File: src/rtl/iq_channel_emulator.sv
// I/Q loopback channel emulator: rotate -> gain -> noise+saturate -> delay.
// Channel index 0 carries I, index 1 carries Q throughout the datapath.
module iq_channel_emulator #(
  parameter int          DATA_W    = 12,
  parameter int          DELAY_MAX = 16,
  parameter logic [15:0] SEED_I    = 16'hACE1,
  parameter logic [15:0] SEED_Q    = 16'h1D87,
  localparam int         DLY_W     = $clog2(DELAY_MAX)
) (
  input  logic              clk_32M768,
  input  logic              rst_n_32M768,
  input  logic [DATA_W-1:0] DAC_I,
  input  logic [DATA_W-1:0] DAC_Q,
  input  logic              DAC_valid,
  input  logic [3:0]        GAIN_NUM,
  input  logic [1:0]        ROT_MODE,
  input  logic [3:0]        NOISE_SHIFT,
  input  logic [DLY_W-1:0]  DELAY_CNT,
  output logic [DATA_W-1:0] ADC_I,
  output logic [DATA_W-1:0] ADC_Q,
  output logic              ADC_valid,
  output logic              sat_flag
);

  localparam int STAGES = 3;
  localparam int XW     = DATA_W + 1;  // rotated sample, room for -(-2^(N-1))
  localparam int PW     = DATA_W + 5;  // gain product
  localparam int YW     = DATA_W + 6;  // product plus noise
  localparam logic [15:0]   LFSR_MASK = 16'hB400;
  localparam logic [YW-1:0] SAT_MAX = {{(YW-DATA_W+1){1'b0}}, {(DATA_W-1){1'b1}}};
  localparam logic [YW-1:0] SAT_MIN = {{(YW-DATA_W+1){1'b1}}, {(DATA_W-1){1'b0}}};

  typedef struct packed {
    logic              vld;
    logic [DATA_W-1:0] i;
    logic [DATA_W-1:0] q;
  } smp_t;

  function automatic logic [15:0] lfsr_step(input logic [15:0] s);
    return s[0] ? ((s >> 1) ^ LFSR_MASK) : (s >> 1);
  endfunction

  logic [STAGES:1]         vld_pipe;
  logic [1:0][XW-1:0]      dac_x, rot_x, s1_x;
  logic [1:0][PW-1:0]      prod, s2_p;
  logic [1:0][DATA_W-1:0]  clip_y, s3_y;
  logic [1:0]              clip;
  logic [1:0][15:0]        lfsr;
  logic signed [15:0]      noise [2];
  logic signed [YW-1:0]    y     [2];
  smp_t                    s3, tap;
  smp_t                    dly   [1:DELAY_MAX-1];

  // Sign-extend DAC samples and rotate by quarter turns
  always_comb begin
    dac_x[0] = XW'($signed(DAC_I));
    dac_x[1] = XW'($signed(DAC_Q));
    rot_x    = dac_x;
    unique case (ROT_MODE)
      2'd1:    begin rot_x[0] = -dac_x[1]; rot_x[1] =  dac_x[0]; end
      2'd2:    begin rot_x[0] = -dac_x[0]; rot_x[1] = -dac_x[1]; end
      2'd3:    begin rot_x[0] =  dac_x[1]; rot_x[1] = -dac_x[0]; end
      default: ;
    endcase
  end

  // Gain product, noise injection and clamp to the DATA_W range
  always_comb begin
    for (int c = 0; c < 2; c++) begin
      prod[c]  = $signed(PW'($signed(s1_x[c]))) * $signed(PW'({1'b0, GAIN_NUM}));
      noise[c] = (NOISE_SHIFT == 4'd15) ? 16'sd0 : ($signed(lfsr[c]) >>> NOISE_SHIFT);
      y[c]     = YW'($signed(s2_p[c])) + YW'(noise[c]);
      clip[c]  = 1'b0;
      clip_y[c] = y[c][DATA_W-1:0];
      if (y[c] > $signed(SAT_MAX)) begin
        clip[c]   = 1'b1;
        clip_y[c] = SAT_MAX[DATA_W-1:0];
      end else if (y[c] < $signed(SAT_MIN)) begin
        clip[c]   = 1'b1;
        clip_y[c] = SAT_MIN[DATA_W-1:0];
      end
    end
  end

  // S1..S3 pipeline; invalid slots carry zeros so noise never leaks out
  always_ff @(posedge clk_32M768 or negedge rst_n_32M768) begin
    if (!rst_n_32M768) begin
      vld_pipe <= '0;
      s1_x     <= '0;
      s2_p     <= '0;
      s3_y     <= '0;
      sat_flag <= 1'b0;
    end else begin
      vld_pipe <= {vld_pipe[STAGES-1:1], DAC_valid};
      s1_x     <= DAC_valid ? rot_x : '0;
      for (int c = 0; c < 2; c++) begin
        s2_p[c] <= $signed(prod[c]) >>> 2;
        s3_y[c] <= vld_pipe[2] ? clip_y[c] : '0;
      end
      if (vld_pipe[2] && (|clip)) sat_flag <= 1'b1;
    end
  end

  // Free-running noise LFSRs, independent per channel
  always_ff @(posedge clk_32M768 or negedge rst_n_32M768) begin
    if (!rst_n_32M768) begin
      lfsr[0] <= SEED_I;
      lfsr[1] <= SEED_Q;
    end else begin
      for (int c = 0; c < 2; c++) lfsr[c] <= lfsr_step(lfsr[c]);
    end
  end

  assign s3  = '{vld: vld_pipe[STAGES], i: s3_y[0], q: s3_y[1]};
  assign tap = (DELAY_CNT == '0) ? s3 : dly[DELAY_CNT];

  // Delay line: entry k holds the S3 slot from k clocks ago
  always_ff @(posedge clk_32M768 or negedge rst_n_32M768) begin
    if (!rst_n_32M768) begin
      for (int k = 1; k < DELAY_MAX; k++) dly[k] <= '0;
    end else begin
      dly[1] <= s3;
      for (int k = 2; k < DELAY_MAX; k++) dly[k] <= dly[k-1];
    end
  end

  // Registered outputs from the selected tap
  always_ff @(posedge clk_32M768 or negedge rst_n_32M768) begin
    if (!rst_n_32M768) begin
      ADC_valid <= 1'b0;
      ADC_I     <= '0;
      ADC_Q     <= '0;
    end else begin
      ADC_valid <= tap.vld;
      ADC_I     <= tap.i;
      ADC_Q     <= tap.q;
    end
  end

endmodule

File: config.mk
export PLATFORM = sky130hd
export DESIGN_NAME = iq_channel_emulator
export DESIGN_NICKNAME = d
export VERILOG_FILES = /design/src/rtl/iq_channel_emulator.sv
export SDC_FILE = /design/constraint.sdc
export NUM_CORES = 1
export LEC_CHECK = 0
export ABC_AREA = 1
export CAP_MARGIN = 40
export CORE_MARGIN = 10
export CORE_UTILIZATION = 50
export CTS_CLUSTER_DIAMETER = 80
export DETAILED_ROUTE_END_ITERATION = 6
export DONT_BUFFER_PORTS = 1
export GPL_TIMING_DRIVEN = 0
export PLACE_DENSITY = 0.66
export SLEW_MARGIN = 20
export SYNTH_ARGS = -nofsm -noshare
export SYNTH_HDL_FRONTEND = slang
export SYNTH_SLANG_ARGS = --single-unit
export TNS_END_PERCENT = 10
File: constraint.sdc
create_clock -name clk_32M768 -period 6.5 [get_ports clk_32M768]
set_clock_uncertainty 0.15 [all_clocks]
set_input_delay 1.3 -clock clk_32M768 [delete_from_list [all_inputs] [get_ports clk_32M768]]
set_output_delay 1.3 -clock clk_32M768 [all_outputs]
set_load 0.02 [all_outputs]
==> reports/qor.csv, run 1 <==
metric,value,unit
status,"complete, but fails checks",
failing checks,DRC,
Worst Path Arrival,5260,ps
clock sink count,516,
Worst Tran Pin Value,1208,ps
Clock Latency Late Sink,600,ps
DRT Pass-1 Iters,7,
Post-CTS Resized,0,
Die ar.,57890,µm²
IO Port Bufs,0,
vias in the first global route,17850,
"top cells by area, synth","dfrtp_1, nand2_1, o21ai_0",
Hold Path End,vld_pipe[2],
clk buf depth,3,
CTS tree,done,
final setup vio count,0,
Die H,240.6,µm
RSZ-0062 raised after global routing,no,
Max Slew Vio Count,0,
Seq cells post-synth,516,
DP Wirelength,44.28,mm
crit start category,primary input,
post-synthesis average cell area,9.337,µm²
initial antenna violation count,0,
Max-Cap Viols,0,
number of remaining DRC errors,7,
RD Place Congestion,0.9113,
crit path kind,primary input to flop,
synthesized area,24330,µm²
pwr dens,339.3,nW/µm²
Total Power,9.074,mW
Core ar.,47950,µm²
fmax,202.5,MHz
Total Routing Usage GR,21.07,%
share of flip-flops with an asynchronous set or reset,100.0,%
hold path depth,0,
syn_nets,2795,
Rows,80,
Reg2Reg Depth,21,
pin count of the biggest net entering global routing,517,
IO Pins,67,
Reg2Reg Launch Point,lfsr[15],
DIE WIDTH,240.6,µm
clk root buf,clkbuf_16,
Synth Flop Type,dfrtp_1,
share of the synthesized area in the top cell type,51.42,%
r2r setup slk,2530,ps
Worst Path Required,6820,ps
crit-path max FO,10,
"Hold-fix buffers, CTS",0,
WL/cell,18.18,µm
TNS Setup,0,ps
vias,17990,
first-pass GRT wire length,96.89,mm
CTS buffer count,52,
Post-DRT Antenna Nets,0,
P_leak,13.41,nW
clk slew on worst S/H paths,50,ps
Antenna diodes,0,
"Seq/Total Area, Yosys",53.15,%
biggest area consumer among synthesized cells,dfrtp_1,
Area Growth Syn to Fin,9.904,%
layout cell share with drive strength beyond 1,4.859,%
Tcrit/Tclk final,75.98,%
drt total wl,60.19,mm
Post-synth EDFFs,0,
Worst setup EP type,flop,
total grt overflow,0,
Initial Util,50.75,%
Final Net Count,2850,
Hold Crit Start,vld_pipe[1],
Final Hold Vio Count,0,
worst vdd ir,0.2086,mV
htree depth,2,
postcts setup bufs,0,
R2R Path End,s3[21],
cell count after synthesis,2606,
"Distinct cells, synth",45,
Slew HR,19.49,%
YS warnings,0,
min Tclk post-route,4939,ps
1st-iter DRT viols,1572,
Hold WC Path Type,flop to flop,
routed vias/inst,5.434,
-- synth_stat cells, types with 2 or more instances --
| library cell | n |
|---|---|
| clkinv_1 | 6 |
| o22ai_1 | 13 |
| mux2i_1 | 9 |
| nand4_1 | 8 |
| dfrtp_1 | 500 |
| a21oi_1 | 121 |
| o211ai_1 | 95 |
| and2_1 | 2 |
| fa_1 | 54 |
| o2111ai_1 | 4 |
| a221oi_1 | 32 |
| xnor2_1 | 21 |
| nand3_1 | 103 |
| buf_6 | 2 |
| nand2_2 | 8 |
| inv_2 | 3 |
| o221ai_1 | 3 |
| o21ai_1 | 15 |
| dfstp_2 | 16 |
| nor2_2 | 3 |
| and3_1 | 2 |
| a22oi_1 | 2 |
| nor2_1 | 176 |
| ha_1 | 94 |
| a31oi_1 | 10 |
| clkbuf_1 | 85 |
| a211oi_1 | 6 |
| xor2_1 | 51 |
| o21ai_0 | 243 |
| nand3b_1 | 2 |
| inv_1 | 323 |
| nor3_1 | 7 |
| buf_2 | 13 |
| o21ai_2 | 4 |
| nand2_1 | 548 |
| a21oi_2 | 2 |
| buf_1 | 11 |
| a21o_1 | 2 |
-- final cells by class --
type | instances | area, µm²
tap | 615 | 769.5
inverter | 332 | 1246
clock buffer | 78 | 1509
timing repair buffer | 1 | 5.005
fill | 4235 | 21200
buffer | 112 | 455.4
multi-input combinational | 1646 | 9698
clock inverter | 11 | 126.4
sequential | 516 | 12930
-- registers in the layout, indices dropped and copies added (netlist names) --
signal     cells
ADC_I         12
s2_p          30
s1_x          26
sat_flag       1
vld_pipe       3
ADC_valid      1
dly          375
s3            24
lfsr          32
ADC_Q         12
-- power breakdown --
group | internal [mW] | switching, mW | leakage [nW]
clock network | 1.64 | 1.22 | 0.798
registers | 4.23 | 0.596 | 6.40
logic | 0.506 | 0.885 | 6.22
-- cells by family (layout without fill, tap and decap cells) --
logic type      Yosys count  in the layout  synth area share [%]
simple gates            863            863                 14.31
compound gates          554            554                 13.31
flops                   516            516                 53.15
buf+inv                 444            534                 6.993
fa+ha+maj               148            148                 9.277
xor+xnor                 72             72                 2.592
mux                       9              9                0.3703
-- how the worst max path moves through the flow --
stage                    end  depth (start not counted)  slack [ps]      startpoint
floorplan           s2_p[28]                         22        1690     GAIN_NUM[3]
global placement    sat_flag                         23         980  NOISE_SHIFT[0]
detailed placement  sat_flag                         23         990  NOISE_SHIFT[0]
CTS                 sat_flag                         23        1590  NOISE_SHIFT[0]
global route        s2_p[28]                         22        1210     GAIN_NUM[3]
finish                s3[21]                         23        1560  NOISE_SHIFT[0]
-- routing by layer --
metal / wire length, µm / vias to the layer above / share of wire (%) / GRT usage [%]
li1: - / 8631 / - / -
met1: 25680 / 8822 / 43 / 27.10
met2: 29810 / 430 / 50 / 35.71
met3: 2804 / 110 / 4.7 / 3.399
met4: 1898 / 0 / 3.2 / 7.170
met5: 0 / - / 0 / 0
-- layout by cell type, fill, tap and decap left out, drive strengths merged, types with 2 or more instances in the layout --
cell type	count
clkbuf	163
a21o	2
nor3	8
o221ai	3
a31oi	10
nand4	8
xnor2	21
nand3b	2
dfstp	16
fa	54
mux2i	9
clkinv	15
ha	94
and2	2
nor4	2
buf	28
and3	2
inv	326
a211oi	6
nand3	104
a221oi	32
nor2	179
o21ai	262
dfrtp	500
xor2	51
a22oi	2
nand2	556
o211ai	95
o2111ai	4
a21oi	123
o22ai	13
-- worst max-delay path: stages --
cell and delay, ps:
buf_4 150, clkinv_1 340, buf_2 310, nand2_1 80, nand2_1 70, o21ai_0 240, nand2_1 80, a21oi_1 230
nor2_1 150, ha_1 230, fa_1 430, nand3_1 110, nand3_1 140, nand3_1 170, nand3_2 100, nand2_1 80
nand2_2 50, o21ai_2 320, inv_2 60, o21ai_2 130, nand2_2 90, buf_6 150, o21ai_1 220
-- stage by stage --
| step | hold WS, ps | util [%] | instances | setup slack, ps | area, µm² |
|---|---|---|---|---|---|
| after floorplan | 181.2 | - | 2606 | 1685 | 24330 |
| after global placement | 187.4 | 52.35 | 3221 | 978.9 | 25100 |
| after detailed placement | 193.3 | 52.36 | 3222 | 994.1 | 25110 |
| after CTS | 203.9 | 55.78 | 3311 | 1592 | 26740 |
| after global routing | 209.2 | 55.78 | 3311 | 1206 | 26740 |
| final | 202.7 | 55.78 | 3311 | 1561 | 26740 |
Note: power is estimated with default switching activity, not from simulation.
==> run 2: changes to the inputs <==
==> constraint.sdc (replaced) <==
create_clock -name clk_32M768 -period 4.9 [get_ports clk_32M768]
set_clock_uncertainty 0.15 [all_clocks]
set_input_delay 0.98 -clock clk_32M768 [delete_from_list [all_inputs] [get_ports clk_32M768]]
set_output_delay 0.98 -clock clk_32M768 [all_outputs]
set_load 0.02 [all_outputs]
==> run 2 against run 1 <==
  * The run ends with hold timing left
  * Clock-buffer cell count unchanged
  * Setup slack worse by 1200 ps
  * First-iteration DRC count down 4.4%
  * Sequential share of layout area about the same
  * Via count down 0.21%
  * Utilization about the same
  * Global-route usage unchanged
  * Critical path type unchanged
  * Register-to-register slack worse by 1600 ps
  * Non-clock buffer count unchanged
  * Combinational power up 32%
==> reports/qor.csv, run 2 (synthesis gave the netlist of run 1 again) <==
metric,value,unit,change
Rows,80,,unchanged
largest register by flop count,dly,,
buffers and inverters on the worst path,5,,unchanged
min Tclk post-route,4569,ps,
placed instance area,25110,µm²,unchanged
Area Growth Syn to Fin,9.914,%,about the same
Hold WC Path Type,primary input to asynchronous set/reset pin,,
Total Routing Usage GR,21.07,%,unchanged
number of remaining DRC errors,0,,-7
CTS tree,done,,
crit-path max FO,10,,unchanged
crit path kind,primary input to flop,,
status,"complete, but fails checks",,
Final Hold Vio Count,79,,+79
crit-path leading delay family,compound AO/OA/AOI/OAI gates,,
total grt overflow,0,,unchanged
RSZ-0062 raised after global routing,no,,
Worst Path Required,5230,ps,-1590 ps
crit-path most repeated cell,nand2_1,,
initial antenna violation count,0,,unchanged
max reg flops,375,,unchanged
Slew HR,26.89,%,+7.4 points
IO Port Bufs,0,,unchanged
Die H,240.6,µm,unchanged
Total Power,12.03,mW,+33%
fillers,4234,,-0.024%
vias,17960,,-0.21%
Core ar.,47950,µm²,unchanged
clk buf depth,3,,unchanged
1st-iter DRT viols,1503,,-4.4%
Final Net Count,2850,,unchanged
Tcrit/Tclk final,93.24,%,
DP Wirelength,44.28,mm,unchanged
hold_ws,-55.04,ps,-257.7 ps
pin count of the biggest net entering global routing,517,,unchanged
Worst Tran Pin Value,1097,ps,-110.9 ps
CTS buffer count,52,,unchanged
registers with the most flip-flops,"dly (375), lfsr (32), s2_p (30)",,
Worst Path Arrival,4900,ps,-360 ps
first-pass GRT wire length,96.89,mm,unchanged
drt total wl,60.26,mm,+0.12%
Place WS,-285.9,ps,-1280 ps
clk slew on worst S/H paths,60,ps,about the same
critical path's slowest cell,fa_1,,
crit path cell chain,buf_4 -> clkinv_1 -> buf_2 -> nand2_1 -> nand2_1 -> o21ai_0 -> nand2_1 -> a21oi_1 -> nor2_1 -> ha_1 -> fa_1 -> nand3_1 -> nand3_1 -> nand3_1 -> nand3_2 -> nand2_1 -> nand2_2 -> o21ai_2 -> inv_2 -> o21ai_2 -> nand2_2 -> buf_6 -> o21ai_1,,
Max Slew Vio Count,0,,unchanged
IO Pins,67,,unchanged
WL/cell,18.20,µm,+0.12%
Worst setup EP type,flop,,
max incr delay on CP,430,ps,about the same
RD Place Congestion,0.9113,,unchanged
fmax,218.9,MHz,
final instance area,26740,µm²,about the same
routed vias/inst,5.423,,-0.21%
Post-DRT Antenna Nets,0,,unchanged
DRT Pass-1 Iters,5,,-2
"commonest non-fill, non-tap cells in the layout","nand2_1, dfrtp_1, inv_1",,
"commonest non-fill, non-tap cell in the layout",nand2_1,,
worst setup margin,331.2,ps,-1230 ps
crit start category,primary input,,
clock sink count,516,,unchanged
Clock Latency Late Sink,590,ps,about the same
pwr dens,449.8,nW/µm²,+33%
Die ar.,57890,µm²,unchanged
worst vdd ir,0.2775,mV,+33%
layout cell share with drive strength beyond 1,4.933,%,+0.074 points
vias in the first global route,17850,,unchanged
DIE WIDTH,240.6,µm,unchanged
Max-Cap Viols,0,,unchanged
htree depth,2,,unchanged
P_leak,13.42,nW,about the same
failing checks,hold timing,,
clk root buf,clkbuf_16,,
Initial Util,50.75,%,unchanged
Antenna diodes,0,,unchanged
final setup vio count,0,,unchanged
==> run 2: stage by stage <==
stage               TNS (ps)  cells  utilization, %
floorplan                  0   2606               -
global placement       -2511   3221           52.35
detailed placement     -2780   3222           52.36
CTS                        0   3311           55.78
global route               0   3311           55.78
finish                     0   3311           55.78
==> run 2: routing by layer <==
metal | vias to the layer above | part of all wire (%) | GRT usage, %
met5 | - | 0 | 0
met4 | 0 | 3.1 | 7.170
met3 | 111 | 4.8 | 3.399
met2 | 447 | 49 | 35.71
met1 | 8771 | 43 | 27.10
li1 | 8626 | - | -
==> run 2: worst paths after layout <==
path                           startpoint           to  slack (ps)  cells after the start
hold / removal               rst_n_32M768       dly[9]         -60                      0
setup reg to reg                 lfsr[13]       s3[21]         940                     19
hold reg to reg               vld_pipe[1]  vld_pipe[2]         200                      0
max in group asynchronous    rst_n_32M768       s3[19]        3750                      0
setup / recovery           NOISE_SHIFT[0]       s3[21]         330                     23
min in group clk_32M768       vld_pipe[1]  vld_pipe[2]         200                      0
==> run 2: timing repair <==
action / 4_1_cts / 5_1_grt
endpoints found under the setup margin: 0 / 1
endpoints found under the hold margin: 500 / 216
buffers inserted: 0 / 0
resized for setup: 0 / 4
==> run 2: worst register-to-register path, cell delays in order, from the launching register on <==
cell     delay, ps
dfstp_2        560
mux2i_1         90
nand2_1         60
o21ai_0        150
o21ai_0        320
o21ai_0        130
a21oi_1        370
ha_1           380
nand2_1        110
nand3_1        160
nand3_1        170
nand3_2        110
nand2_1         80
nand2_2         50
o21ai_2        320
inv_2           60
o21ai_2        130
nand2_2         90
buf_6          150
o21ai_1        200
==> run 2: area by class of cell <==
type,count,area [µm²],area share [%]
clock buffer,78,1509,5.642
tap,615,769.5,2.877
sequential,516,12930,48.36
clock inverter,11,126.4,0.4725
timing repair buffer,1,5.005,0.01871
multi-input combinational,1646,9698,36.26
inverter,332,1246,4.660
buffer,112,457.9,1.712
==> run 2: power breakdown <==
part | internal (mW) | switching (mW)
Clock | 2.17 | 1.61
Combinational | 0.671 | 1.17
Sequential | 5.61 | 0.790
==> run 3: changes to the inputs <==
--- a/config.mk
+++ b/config.mk
@@ -7,13 +7,16 @@
 export LEC_CHECK = 0
 export ABC_AREA = 1
 export CAP_MARGIN = 40
+export CELL_PAD_IN_SITES_DETAIL_PLACEMENT = 0
+export CELL_PAD_IN_SITES_GLOBAL_PLACEMENT = 1
+export CORE_ASPECT_RATIO = 0.5
 export CORE_MARGIN = 10
 export CORE_UTILIZATION = 50
 export CTS_CLUSTER_DIAMETER = 80
 export DETAILED_ROUTE_END_ITERATION = 6
 export DONT_BUFFER_PORTS = 1
 export GPL_TIMING_DRIVEN = 0
-export PLACE_DENSITY = 0.66
+export PLACE_DENSITY = 0.81
 export SLEW_MARGIN = 20
 export SYNTH_ARGS = -nofsm -noshare
 export SYNTH_HDL_FRONTEND = slang
==> run 3 against run 2 <==
  * The run ends with hold timing, slew limit left
  * Flip-flop and latch count unchanged
  * Non-clock buffer count unchanged
  * Wire length decreased by 1.1%
  * Setup slack improved by 63 ps
  * Hold slack got worse by 2.9 ps
  * Total power increased by 1.3%
  * Critical endpoint is now s2_p[28]
  * Largest power group unchanged
==> reports/qor.csv, run 3 (synthesis gave the netlist of run 1 again) <==
metric,value,unit,change
drt total wl,59.62,mm,-1.1%
Final Net Count,2844,,-0.21%
Rows,57,,-29%
clk root buf,clkbuf_16,,
Worst Path Arrival,4830,ps,-70 ps
Die ar.,58420,µm²,+0.92%
min Tclk post-route,4506,ps,-62.90 ps
Worst Path Required,5220,ps,about the same
"commonest non-fill, non-tap cell in the layout",nand2_1,,
registers with the most flip-flops,"dly (375), lfsr (32), s2_p (30)",,
pwr dens,453.6,nW/µm²,+0.84%
failing checks,"hold timing, slew limit",,
crit start category,primary input,,
crit path kind,primary input to flop,,
Post-DRT Antenna Nets,0,,unchanged
Tcrit/Tclk final,91.96,%,-1.3 points
DRT Pass-1 Iters,6,,+1
1st-iter DRT viols,1443,,-4.0%
DIE WIDTH,332.0,µm,+38%
RD Place Congestion,0.8942,,-1.9%
Post-CTS Resized,0,,unchanged
Slew HR,-3.393,%,-30 points
clock sink count,516,,unchanged
final core utilization,55.62,%,-0.16 points
RSZ-0062 raised after global routing,no,,
Worst Tran Pin Value,1551,ps,+454.2 ps
clk slew on worst S/H paths,60,ps,about the same
WL/cell,17.84,µm,-2.0%
htree depth,2,,unchanged
number of remaining DRC errors,0,,unchanged
Antenna diodes,0,,unchanged
Max Slew Vio Count,112,,+112
fmax,221.9,MHz,+1.4%
pin count of the biggest net entering global routing,517,,unchanged
Total Power,12.18,mW,+1.3%
vias,17760,,-1.1%
layout cell share with drive strength beyond 1,4.978,%,+0.044 points
CTS buffer count,46,,-12%
total grt overflow,0,,unchanged
fillers,4288,,+1.3%
Max-Cap Viols,0,,unchanged
IO Port Bufs,0,,unchanged
crit-path max FO,10,,unchanged
Final Hold Vio Count,23,,-71%
IO Pins,67,,unchanged
largest register by flop count,dly,,
P_leak,13.45,nW,+0.22%
worst vdd ir,0.3120,mV,+12%
max reg flops,375,,unchanged
routed vias/inst,5.316,,-2.0%
vias in the first global route,17910,,+0.33%
Initial Util,50.40,%,-0.35 points
CTS tree,done,,
Die H,176.0,µm,-27%
Total Routing Usage GR,20.39,%,-0.69 points
Worst Setup SP,GAIN_NUM[3],,
clk buf depth,3,,unchanged
Reg2Reg Launch Point,lfsr[15],,
final setup vio count,0,,unchanged
postcts setup bufs,0,,unchanged
Area Growth Syn to Fin,10.36,%,
"commonest non-fill, non-tap cells in the layout","nand2_1, dfrtp_1, inv_1",,
initial antenna violation count,0,,unchanged
Core ar.,48280,µm²,+0.70%
Worst setup EP type,flop,,
Hold WC Path Type,primary input to asynchronous set/reset pin,,
Reg2Reg Depth,23,,+4
hold_ws,-57.93,ps,-2.888 ps
status,"complete, but fails checks",,
DP Wirelength,43.43,mm,-1.9%
first-pass GRT wire length,97.17,mm,+0.29%
Clock Latency Late Sink,590,ps,about the same
run 3: cell count changes in the layout (fill, tap and decap cells not counted):
cell        change
clkinv_8        -1
clkinv_16       +1
clkinvlp_4      -1
inv_6           +1
clkbuf_8        +2
clkbuf_2        -2
buf_4           +1
clkbuf_1        -5
clkbuf_16       -6
bufinv_16       +6
inv_16          +1
buf_2           -1
run 3: routing by layer:
layer | wire length, µm | track usage, % | part of all wire, %
met1 | 27140 | 27.88 | 46
met5 | 0 | 0 | 0
met2 | 27900 | 33.85 | 47
met4 | 1327 | 5.135 | 2.2
met3 | 3240 | 3.243 | 5.4
run 3: report_power, final:
group | switching (mW) | internal [mW] | leakage [nW] | total (mW)
Sequential | 0.768 | 5.61 | 6.40 | 6.38
Clock | 1.65 | 2.33 | 0.834 | 3.97
Combinational | 1.16 | 0.670 | 6.22 | 1.83
Total | 3.58 | 8.61 | 13.4 | 12.2
run 3: path summary, 6_finish.rpt:
check                           slack (ps)        to
worst max-delay path                   390  s2_p[28]
worst min-delay path                   -60   dly[45]
worst max register to register        1120  sat_flag
min in group clk_32M768                200  dly[316]
max in group asynchronous             3430   dly[63]
worst min register to register         200  dly[316]
run 3: worst max-delay path: stages:
cell and delay [ps]:
clkbuf_1 310, clkbuf_1 470, nand2_1 90, inv_1 80
ha_1 220, inv_1 70, fa_1 420, fa_1 490
inv_1 40, ha_1 320, a21oi_1 150, nand2_1 110
a21oi_1 130, inv_1 60, nand2_1 50, nand2_1 90
a21boi_0 270, o21ai_0 180, nand3_1 120, nand2_1 50
nand2_1 60, nand2_1 40
run 3: stage by stage:
step | worst slack (ps) | hold WS, ps | cells | setup TNS [ps] | area [µm²]
after global placement | -231.6 | 199.9 | 3255 | -968.9 | 25140
after CTS | 328.4 | -90.79 | 3341 | 0 | 26850
final | 394.1 | -57.93 | 3341 | 0 | 26850
after floorplan | 405.3 | 181.2 | 2606 | 0 | 24330
after detailed placement | -278.3 | 204.3 | 3256 | -966.6 | 25150
after global routing | 6.030 | -84.78 | 3341 | 0 | 26850
run 3: cell type report:
cell class	instances	area, µm²	area share (%)
sequential	516	12930	48.16
multi-input combinational	1646	9698	36.11
clock buffer	67	1360	5.065
inverter	332	1246	4.641
tap	649	812.0	3.024
buffer	112	455.4	1.696
clock inverter	18	341.6	1.272
timing repair buffer	1	7.507	0.02796
